[config.mk]
export PLATFORM = sky130hd
export DESIGN_NAME = day10_channel_scanner
export DESIGN_NICKNAME = d
export VERILOG_FILES = /design/src/rtl/day10_channel_scanner.sv
export SDC_FILE = /design/constraint.sdc
export NUM_CORES = 1
export LEC_CHECK = 0
export ABC_AREA = 1
export CAP_MARGIN = 20
export CORE_MARGIN = 2
export CORE_UTILIZATION = 37
export CTS_BUF_LIST = sky130_fd_sc_hd__clkbuf_4 sky130_fd_sc_hd__clkbuf_8 sky130_fd_sc_hd__clkbuf_16
export DETAILED_ROUTE_END_ITERATION = 8
export GPL_ROUTABILITY_DRIVEN = 0
export GPL_TIMING_DRIVEN = 1
export HOLD_SLACK_MARGIN = 0.1
export MAX_ROUTING_LAYER = met4
export PLACE_DENSITY = 0.53
export SLEW_MARGIN = 0
export SYNTH_ARGS = -nofsm -noshare
export SYNTH_HDL_FRONTEND = slang
export SYNTH_SLANG_ARGS = --single-unit
[constraint.sdc]
create_clock -name clk -period 3.55 [get_ports clk]
set_clock_uncertainty 0.05 [all_clocks]
set_input_delay 0.71 -clock clk [delete_from_list [all_inputs] [get_ports clk]]
set_output_delay 0.71 -clock clk [all_outputs]
set_load 0.005 [all_outputs]
[src/rtl/day10_channel_scanner.sv]
// day10_channel_scanner
//   Round-robin channel scanner that drives a 2x4 one-hot decoder stage
//   (decoder en <- en_out, decoder a_in <- sel_out). Each channel set in the
//   captured mask is presented for D = max(dwell_in,1) cycles. A stop request
//   lets the current dwell finish before the scanner returns to IDLE.
//
// Ports:
//   clk       system clock, rising edge
//   rst       asynchronous active-high reset
//   start_in  begin a scan (sampled in IDLE only)
//   stop_in   graceful stop request (sampled while busy)
//   dwell_in  cycles per channel, captured at start (0 treated as 1)
//   mask_in   channel enable mask, captured at start
//   sel_out   current channel index
//   en_out    channel enable
//   step_out  one-cycle pulse on every channel advance
//   busy_out  high while scanning
module day10_channel_scanner #(
  parameter int DWELL_W = 8
) (
  input  logic               clk,
  input  logic               rst,
  input  logic               start_in,
  input  logic               stop_in,
  input  logic [DWELL_W-1:0] dwell_in,
  input  logic [3:0]         mask_in,
  output logic [1:0]         sel_out,
  output logic               en_out,
  output logic               step_out,
  output logic               busy_out
);

  typedef enum logic {IDLE, SCAN} state_t;

  state_t             state;
  logic [DWELL_W:0]   cnt;      // one bit wider than dwell so max dwell cannot wrap
  logic [DWELL_W:0]   dwell_q;
  logic [3:0]         mask_q;
  logic               stop_pend;
  logic [1:0]         first_sel;
  logic [1:0]         next_sel;

  // Lowest set bit of the incoming mask: first channel of a new scan.
  always_comb begin
    first_sel = 2'd0;
    for (int i = 3; i >= 0; i--)
      if (mask_in[i]) first_sel = 2'(i);
  end

  // Next set mask bit above sel_out, wrapping 3->0. Offset 4 wraps back to
  // the current channel, which covers the single-bit mask case. Scanning
  // offsets high-to-low lets the nearest set bit win.
  always_comb begin
    logic [1:0] idx;
    idx      = 2'd0;
    next_sel = sel_out;
    for (int k = 4; k >= 1; k--) begin
      idx = sel_out + 2'(k);
      if (mask_q[idx]) next_sel = idx;
    end
  end

  always_ff @(posedge clk or posedge rst) begin
    if (rst) begin
      state     <= IDLE;
      cnt       <= '0;
      dwell_q   <= '0;
      mask_q    <= '0;
      stop_pend <= 1'b0;
      sel_out   <= 2'd0;
      en_out    <= 1'b0;
      step_out  <= 1'b0;
      busy_out  <= 1'b0;
    end else begin
      case (state)
        IDLE: begin
          step_out <= 1'b0;
          if (start_in && (mask_in != 4'd0)) begin
            dwell_q   <= (dwell_in == '0) ? {{DWELL_W{1'b0}}, 1'b1} : {1'b0, dwell_in};
            mask_q    <= mask_in;
            sel_out   <= first_sel;
            cnt       <= {{DWELL_W{1'b0}}, 1'b1};
            stop_pend <= 1'b0;
            en_out    <= 1'b1;
            busy_out  <= 1'b1;
            state     <= SCAN;
          end
        end
        SCAN: begin
          if (cnt == dwell_q) begin
            if (stop_pend || stop_in) begin
              // Dwell complete with a stop outstanding: park on this channel.
              en_out    <= 1'b0;
              busy_out  <= 1'b0;
              step_out  <= 1'b0;
              stop_pend <= 1'b0;
              state     <= IDLE;
            end else begin
              sel_out  <= next_sel;
              cnt      <= {{DWELL_W{1'b0}}, 1'b1};
              step_out <= 1'b1;
            end
          end else begin
            cnt      <= cnt + 1'b1;
            step_out <= 1'b0;
            if (stop_in) stop_pend <= 1'b1;
          end
        end
        default: state <= IDLE;
      endcase
    end
  end

endmodule

After elaboration in Yosys (flattened, before gate mapping)
Index checks and enable logic that the tools add are counted. W data, S select, Z words.

Register bits: 28. Word-level logic and storage cells: 70.

Equal/unequal tests: 9. $lt $le $gt $ge: 3. Reduce and logical (&&, ||, !) cells: 9. Bitwise operators: 1. Add/subtract/negate cells: 4. Multiplexer cells: 36.

Operator list (number): $mux W9 (3); $mux W2 (10); $pmux W9 S2 (1); $mux W1 (13); $add A9 B1 Y9 const B (1); $eq A9 B9 Y1 (1); $lt A2 B3 Y1 const B (3); $logic_not A8 Y1 (1); $mux W8 (1); $pmux W1 S2 (4); $bmux W1 S2 (3); $ne A3 B2 Y1 const B (2); $reduce_and A3 Y1 (2); $add A2 B2 Y2 const B (2); $ne A2 B1 Y1 const B (2); $ne A2 B2 Y1 const B (2); $ne A4 B1 Y1 const B (1); $pmux W2 S2 (1); $reduce_and A2 Y1 (2); $reduce_and A4 Y1 (1); $reduce_bool A4 Y1 (1); $ne A3 B3 Y1 const B (1); $add A2 B1 Y2 const B (1); $logic_and A1 B1 Y1 (1); 2 further kinds (2).

Longest topological paths before layout
Gate-level depths: netlist of the first run.

Depth after elaboration: 9. Mapped depth: 12. Gate-level depth less buffers: 11.

Worst setup path after synthesis of the first run
OpenSTA, ideal clock, no wires.

Path type: input -> register. Start: input port mask_in[3]. End: register cnt[0]. Setup slack: 1.884 ns. Arrival: 1.493 ns. Cell stages on the path: 8. Setup time: 0.123 ns. Data required time: 3.377 ns. Cell sequence: nor2_1 -> nand3_1 -> nand3_2 -> nand2_1 -> inv_1 -> nand2_8 -> o21ai_2 -> o21ai_1.

Word-level cells in the longest chain between the ends: 4.

RTL lines: from (decl) (line 26) `input logic [3:0] mask_in,`; $reduce_bool A4 Y1 (line 78) `if (start_in && (mask_in != 4'd0)) begin`; $logic_and A1 B1 Y1 (line 78); $ne A2 B2 Y1 (no line); $reduce_and A2 Y1 (no line); to (signal assigned) (line 82) `cnt <= {{DWELL_W{1'b0}}, 1'b1};`; to (signal assigned) (line 100) `cnt <= {{DWELL_W{1'b0}}, 1'b1};`; to (signal assigned) (line 104) `cnt <= cnt + 1'b1;`; to (decl) (line 36) `logic [DWELL_W:0] cnt;`.

Every way passes these cells. A chain may end at the register's enable or synchronous reset.

Worst setup path in the final report of the first run
Start: register sel_out[0]. End: output port sel_out[0].

RTL lines: from (decl) (line 27) `output logic [1:0] sel_out,`; from (signal assigned) (line 81) `sel_out <= first_sel;`; from (signal assigned) (line 99) `sel_out <= next_sel;`.

No word-level cell between the ends.

==> metrics.txt, run 1 <==
status=complete, no violations; power consumption=521.4 uW; clk root buf=clkbuf_8; vias per cell=4.955; PD cells=271.5 nW/um^2; WL final=between 3000 and 4000 um; Area Overhead vs Synth=18.08%; clk sinks=27; Crit path required time=2790 ps; sw power=109.7 uW; clock power share=35.4%; measured slew at the worst slew-check pin=between 500 and 600 ps; register area=675.6 sq um; CP Launch Type=flop; slowest CP cell=clkdlybuf4s50_1; Bufs on Longest Clock Path=2; Largest delay share family, worst path=buffers and inverters; Seq pwr share=between 50% and 60%; I/O Buffers=20; fin. max-slew vios=0; vias in the first global route=1452; Hold Buf Count CTS=0; height of the die=70.31 um; area of the multi-input gates=792.0 sq um; final hold vios=0; antenna violations before repair=0; flops & latches, synth=27; Max stage delay on crit path=between 500 and 600 ps; CP Buf/Inv Count=1; WP depth=1; Distinct cells, synth=28; Antenna diodes=0; Max-cap violations=0; hold endpoint=dwell_q[4]; Skew-Pair Late Insertion Delay=about 270 ps; H-tree Lvls=1; Worst EP arrival=around 1400 ps; worst reg2reg path startpoint=state; gr ovfl total=0; first-pass GRT wire length=6789 um; Mapped Avg Cell Area=7.427 sq um; Sw Ratio=21.04%; LEAKAGE=0.0009400 uW; hpwl dp=2721 um; Slew HR=64.62%; register area share after synthesis=41.54%; top post-synthesis cells by count=72 x nand2_1, 32 x inv_1, 27 x dfrtp_1; via count=1447; CP startpoint=sel_out[0]; CTS-repair resized insts=0; Setup Fix Bufs, Post-CTS=0; critical path capture point type=output pin; minimum clock period=2151 ps; post-synth top area share=41.54%; Initial DRC Count=134; Yosys top cell by area=dfrtp_1; RSZ-0062 raised after global routing=false; clk slew on worst S/H paths=about 90 ps; Post-synth EDFFs=0; Fmax=464.8 MHz; Setup Crit Path Kind=reg -> out; I/O pins=21; hold depth=2; Synthesis Warnings=0; die footprint=4943 sq um; largest net degree at the start of global routing=28; DRT Pass-1 Iters=4; setup total negative slack=0 ps; Final setup viols=0; Reg2Reg Depth=7; # rows=24; Critical R2R Capture=cnt[0]; Synth Flop Type=dfrtp_1; die width=about 70 um; Worst IR Drop VDD=0.2015 mV; CTS tree=yes; Synth Cell Area=1627 sq um; Async SR Flop Fraction=100.0%; Synth Instances=219; min-delay worst type=reg -> reg; overall routing resource usage=~17%; Initial Utilization=37.88%; CTS Buf Count=3; worst path cell trace=clkdlybuf4s50_1; worst-path fanout max=10; internal power=a little over 400 uW; syn_nets=236; cell with the most instances after synthesis=nand2_1; min-delay src=dwell_q[4]; layout cells sized above 1=9.583%; DRC=0; combinational fraction of design power=5.7%; drt wl/cell=12.28 um; # fillers=~440; Synth area leaders=dfrtp_1 42%, nand2_1 17%, inv_1 7.4%, o21ai_0 4.6%, nand3_1 3.7%; Core Box Area=around 4300 sq um; nets=258; flop2flop setup slack=1610 ps; final worst-path cycle share=60.61%; antenna viol nets, final=0
placed cells by master (no fill, tap or decap), types with 2 or more instances in the layout:
cell             count
nor2_2               2
o21ai_1              3
nand4_1              9
xnor2_1              3
clkbuf_8             3
inv_2                3
clkdlybuf4s50_1     20
nand3_1             12
nand2_8              2
a21oi_1              6
nand3_2              2
inv_1               32
dfrtp_1             27
o21ai_2              6
xor2_1               2
nor2_1              11
o21ai_0             15
nand2_1             72
worst max path at each step:
stage / slack (ps) / end
CTS: 1380 / sel_out[0]
global route: 1270 / cnt[0]
floorplan: 1880 / cnt[0]
global placement: 1190 / cnt[0]
finish: 1400 / sel_out[0]
detailed placement: 1150 / cnt[0]
power groups by stage:
stage	clock [uW]	combinational, uW	sequential, uW
6_report	184	29.8	307
5_1_grt	200	33.6	307
4_1_cts	188	30.5	307
3_5_place_dp	0	30.4	313
3_3_place_gp	0	30.5	313
2_1_floorplan	0	7.95	313
final cells by class:
type	instances	area share, %
Clock buffer	4	2.541
Inverter	35	6.840
Multi-Input combinational cell	153	41.24
Sequential cell	27	35.18
Tap cell	52	3.388
Timing Repair Buffer	21	10.81
flip-flops by register name, summed over array words and instances, names as in the netlist:
register   flops
dwell_q        8
stop_pend      1
mask_q         4
cnt            9
step_out       1
sel_out        2
state          1
busy_out       1
per-layer routing:
metal / routed length [um] / global-route usage (%) / vias up
met2: 1490 / 24.63 / 38
met1: 1906 / 25.52 / 661
met4: 23 / 3.632 / 0
met3: 165 / 3.319 / 2
met5: 0 / - / -
li1: - / - / 746
kinds of logic (layout without fill, tap and decap cells):
| group | count (synthesis) | count (layout) | synth area share [%] |
|---|---|---|---|
| buffers and inverters | 39 | 60 | 9.769 |
| XOR/XNOR | 5 | 5 | 2.693 |
| AND/OR/NAND/NOR | 112 | 112 | 31.85 |
| flip-flops | 27 | 27 | 41.54 |
| AO/OA/AOI/OAI | 35 | 35 | 13.38 |
| adder cells (fa/ha/maj) | 1 | 1 | 0.7691 |
per-stage QoR:
stage / hold slack (ps) / setup WS [ps] / area [sq um] / utilization, % / cells
global route: 527.7 / 1274 / 1921 / 44.73 / 292
CTS: 474.7 / 1381 / 1921 / 44.73 / 292
detailed placement: 450.7 / 1149 / 1872 / 43.59 / 288
finish: 471.6 / 1399 / 1921 / 44.73 / 292
floorplan: 419.5 / 1884 / 1627 / - / 219
global placement: 456.6 / 1190 / 1872 / 43.59 / 288
Note: power is estimated with default switching activity, not from simulation.
==> run 2, diff against run 1 <==
clock period = 2.2 ns   (was 3.55 ns; I/O delays follow)
==> run 2 against run 1 <==
Against the previous run: core utilization grew 0.29 points; combinational power grew 61%; critical path type unchanged; clock power rose by 66%; highest routed layer unchanged; die area unchanged; sequential power up 62%; critical endpoint unchanged; largest cell class unchanged; register-to-register slack worse by 1100 ps.
==> metrics.txt, run 2 (synthesis results as in run 1) <==
measured slew at the worst slew-check pin=351.7 ps (-178.9 ps); Bufs on Longest Clock Path=2 (unchanged); Largest delay share family, worst path=buffers and inverters; via count=1398 (-3.4%); CP Capture Point=sel_out[0]; Top Registers=cnt: 9 flops, dwell_q: 8 flops, mask_q: 4 flops; combinational fraction of design power=5.7% (about the same); height of the die=70.31 um (unchanged); antenna violations before repair=0 (unchanged); Max-cap violations=0 (unchanged); internal power=650.3 uW (+58%); Initial Utilization=37.88% (unchanged); Hold Buf Count CTS=0 (unchanged); sw power=198.8 uW (+81%); Final setup viols=0 (unchanged); Initial DRC Count=55 (-59%); gr ovfl total=0 (unchanged); DRT Pass-1 Iters=4 (unchanged); Slew HR=76.55% (+12 points); RSZ-0062 raised after global routing=false; # fillers=442 (+0.68%); worst-path fanout max=10 (unchanged); CTS-repair resized insts=0 (unchanged); worst reg2reg path startpoint=sel_out[0]; CP startpoint=sel_out[0]; final worst slack=302.8 ps (-1096 ps); area of the multi-input gates=792.0 sq um (unchanged); antenna viol nets, final=0 (unchanged); WL final=3535 um (-1.4%); commonest non-fill, non-tap cell in the layout=nand2_1; clk root buf=clkbuf_8; LEAKAGE=0.0009476 uW (+0.81%); I/O pins=21 (unchanged); Setup WS pre-CTS=258.2 ps (-890.7 ps); clock power share=35.9% (+0.5 points); overall routing resource usage=16.52% (-0.76 points); fin. max-slew vios=0 (unchanged); Max stage delay on crit path=570 ps (about the same); minimum clock period=1897 ps; CTS tree=yes; Skew-Pair Late Insertion Delay=290 ps (+20 ps); hpwl dp=2681 um (-1.5%); design area=1933 sq um (+0.65%); final worst-path cycle share=86.24%; clk sinks=27 (unchanged); I/O Buffers=20 (unchanged); WP depth=1 (unchanged); Reg2Reg Depth=10 (+3); CTS Buf Count=3 (unchanged); CP Launch Type=flop; DRC=0 (unchanged); Setup Fix Bufs, Post-CTS=0 (unchanged); die width=70.31 um (unchanged); worst path cell trace=clkdlybuf4s50_1; Core Box Area=4294 sq um (unchanged); Crit path required time=1710 ps (-1080 ps); min-delay worst type=in -> async; flop2flop setup slack=520 ps (-1090 ps); Sw Ratio=23.41% (+2.4 points); # rows=24 (unchanged); vias in the first global route=1289 (-11%); status=complete, no violations; Setup Crit Path Kind=reg -> out; Placed Area=1887 sq um (+0.80%); Worst EP arrival=1410 ps (+20 ps); Area Overhead vs Synth=18.85%; H-tree Lvls=1 (unchanged); PD cells=439.2 nW/um^2 (+62%); first-pass GRT wire length=6265 um (-7.7%); Seq pwr share=58.4% (-0.5 points); clk slew on worst S/H paths=100 ps (about the same); Reg with most FFs=cnt; CP Buf/Inv Count=1 (unchanged); final hold vios=0 (unchanged); most frequent cells in the layout=72 x nand2_1, 32 x inv_1, 27 x dfrtp_1; slowest CP cell=clkdlybuf4s50_1; Worst IR Drop VDD=0.2502 mV (+24%); drt wl/cell=12.02 um (-2.1%); die footprint=4943 sq um (unchanged); layout cells sized above 1=10.33% (+0.75 points); setup total negative slack=0 ps (unchanged); max FFs per register=9 (unchanged); vias per cell=4.755 (-4.0%); largest net degree at the start of global routing=28 (unchanged); Critical R2R Capture=sel_out[1]; critical path capture point type=output pin; Min Hold Slack=447.4 ps (-24.18 ps); register area=675.6 sq um (unchanged); nets=260 (+0.78%); Antenna diodes=0 (unchanged); Fmax=about 530 MHz
## run 2: worst min path at each step
stage,slack (ps),cells past startpoint,end
after global placement,440,2,busy_out
after floorplan,420,2,dwell_q[2]
final,450,3,dwell_q[1]
after global routing,510,2,mask_q[2]
after CTS,470,2,dwell_q[2]
after detailed placement,440,2,dwell_q[2]
## run 2: worst reg2reg max path: stages (launching register included)
cell     delay, ps
dfrtp_1        510
inv_2          150
nand2_1         90
nand2_1        110
nand2_1         60
nand2_1        100
nor2_1          60
a21oi_1        230
nand2_1        100
nand2_1         60
nand2_1         70
## run 2: area by class of cell
class	instances	area share, %
clock inverters	1	0.2589
clock buffers	3	2.136
inverters	35	6.796
multi-input cells	153	40.97
well taps	52	3.366
flip-flops and latches	27	34.95
repair buffers	23	11.52
## run 2: metal layers
metal / routed length, um / GRT usage [%] / vias up
li1: - / - / 744
met1: 1835 / 23.35 / 621
met2: 1495 / 23.58 / 29
met3: 129 / 2.597 / 4
met4: 74 / 6.624 / 0
met5: 0 / - / -
## run 2: through the flow
stage          total power (uW)  utilization (%)  instances
6_report                  849.1            45.02        294
5_1_grt                   873.5            45.02        294
4_1_cts                   849.7            45.02        294
3_5_place_dp              555.1            43.94        290
3_3_place_gp              555.1            43.94        290
2_1_floorplan             518.5                -        219
## run 2: power groups by stage
stage                     clock (uW)  sequential, uW  combinational [uW]
after floorplan                    0             506                12.8
after global placement             0             506                49.4
after detailed placement           0             506                49.5
after CTS                        304             496                49.6
after global routing             323             496                54.4
final                            305             496                48.0
==> run 3, diff against run 2 <==
SLEW_MARGIN = unset   (was 0)
clock period = 2.1 ns   (was 2.2 ns; I/O delays follow)
==> run 3 against run 2 <==
Against the previous run: cell count unchanged; register-to-register slack got worse by 60 ps; sequential power increased by 4.6%; clock-buffer cell count unchanged; wire length increased by 1.6%; largest cell class unchanged; worst setup slack got worse by 57 ps; critical path depth unchanged; clock power about the same; sequential cell count unchanged; die area unchanged.
==> metrics.txt, run 3 (synthesis results as in run 1) <==
status=complete, no violations; Skew-Pair Late Insertion Delay=280 ps (about the same); CTS Buf Count=3 (unchanged); via count=1391 (-0.50%); slowest CP cell=clkdlybuf4s50_1; die footprint=4943 sq um (unchanged); vias per cell=4.731 (-0.50%); Final setup viols=0 (unchanged); measured slew at the worst slew-check pin=355.5 ps (+3.798 ps); met1 WL=1828 um (-0.38%); PD cells=454.1 nW/um^2 (+3.4%); gr ovfl total=0 (unchanged); Reg2Reg Depth=10 (unchanged); H-tree Lvls=1 (unchanged); nets=260 (unchanged); CP Buf/Inv Count=1 (unchanged); antenna violations before repair=0 (unchanged); CP Launch Type=flop; Area Overhead vs Synth=18.85% (unchanged); clk slew on worst S/H paths=100 ps (about the same); worst reg2reg path startpoint=sel_out[0]; Initial Utilization=37.88% (unchanged); Antenna diodes=0 (unchanged); CP startpoint=sel_out[0]; most frequent cells in the layout=72 x nand2_1, 32 x inv_1, 27 x dfrtp_1; height of the die=70.31 um (unchanged); max FFs per register=9 (unchanged); Max-cap violations=0 (unchanged); vias in the first global route=1332 (+3.3%); Top Registers=cnt: 9 flops, dwell_q: 8 flops, mask_q: 4 flops; Core Box Area=4294 sq um (unchanged); Setup WS pre-CTS=165.7 ps (-92.55 ps); first-pass GRT wire length=6161 um (-1.7%); Worst IR Drop VDD=0.2007 mV (-20%); minimum clock period=1854 ps; final worst-path cycle share=88.28%; drt wl/cell=12.21 um (+1.6%); Min Hold Slack=430.6 ps (-16.83 ps); flop2flop setup slack=460 ps (-60 ps); RSZ-0062 raised after global routing=false; critical path capture point type=output pin; largest net degree at the start of global routing=28 (unchanged); Reg with most FFs=cnt; die width=70.31 um (unchanged); CTS-repair resized insts=0 (unchanged); clk sinks=27 (unchanged); Hold Buf Count CTS=0 (unchanged); fin. max-slew vios=0 (unchanged); Fmax=539.4 MHz; commonest non-fill, non-tap cell in the layout=nand2_1; Critical R2R Capture=sel_out[1]; I/O pins=21 (unchanged); Initial DRC Count=54 (-1.8%); Setup Crit Path Kind=reg -> out; Placed Area=1887 sq um (unchanged); I/O Buffers=20 (unchanged); Largest delay share family, worst path=buffers and inverters; worst path cell trace=clkdlybuf4s50_1; overall routing resource usage=16.40% (-0.12 points); antenna viol nets, final=0 (unchanged); hpwl dp=2703 um (+0.84%); CTS tree=yes; top layer in use=met4; final hold vios=0 (unchanged); worst-path fanout max=10 (unchanged); Setup Fix Bufs, Post-CTS=0 (unchanged); # rows=24 (unchanged); Worst EP arrival=1380 ps (-30 ps); Slew HR=76.30% (-0.25 points); DRT Pass-1 Iters=4 (unchanged); # fillers=455 (+2.9%); Crit path required time=1630 ps (-80 ps); met2 wire len=1545 um (+3.3%); setup total negative slack=0 ps (unchanged); DRC=0 (unchanged); clk root buf=clkbuf_8; met3 routed WL=157 um (+22%); layout cells sized above 1=10.33% (unchanged); Max stage delay on crit path=560 ps (about the same); Bufs on Longest Clock Path=2 (unchanged); design area=1933 sq um (unchanged); final worst slack=246.1 ps (-56.69 ps); LEAKAGE=0.0009476 uW (unchanged); min-delay worst type=in -> async; WL final=3590 um (+1.6%)
[run 3: cell counts in the layout (fill, tap and decap cells not counted)]
No cell type changed its count.
[run 3: power by group]
| group | total, uW | internal (uW) | switching (uW) |
|---|---|---|---|
| clock | 308 | 133 | 175 |
| combinational | 50.2 | 27.6 | 22.6 |
| sequential | 519 | 519 | 0.0000000000000305 |
| total | 878 | 681 | 197 |
[run 3: worst max path at each step]
stage / end / cells past startpoint
after floorplan: sel_out[1] / 11
after global placement: cnt[0] / 9
after detailed placement: cnt[0] / 9
after CTS: sel_out[0] / 1
after global routing: sel_out[0] / 1
final: sel_out[0] / 1
[run 3: metrics by stage]
stage	cells	total power, uW	utilization, %
2_1_floorplan	219	543.2	-
3_3_place_gp	290	581.4	43.94
3_5_place_dp	290	581.2	43.94
4_1_cts	294	890.5	45.02
5_1_grt	294	917.4	45.02
6_report	294	877.9	45.02
[run 3: routing by layer]
metal  up-vias  global-route usage [%]
met5         -                       -
met3         4                   2.597
met2        30                   24.00
met1       611                   22.68
met4         0                   6.624
li1        746                       -
[run 3: area by class of cell]
cell class                 count  area, sq um  share of cell area (%)
inverter                      35        131.4                   6.796
sequential                    27        675.6                   34.95
tap                           52        65.06                   3.366
clock inverter                 1        5.005                  0.2589
timing repair buffer          23        222.7                   11.52
multi-input combinational    153        792.0                   40.97
clock buffer                   3        41.29                   2.136
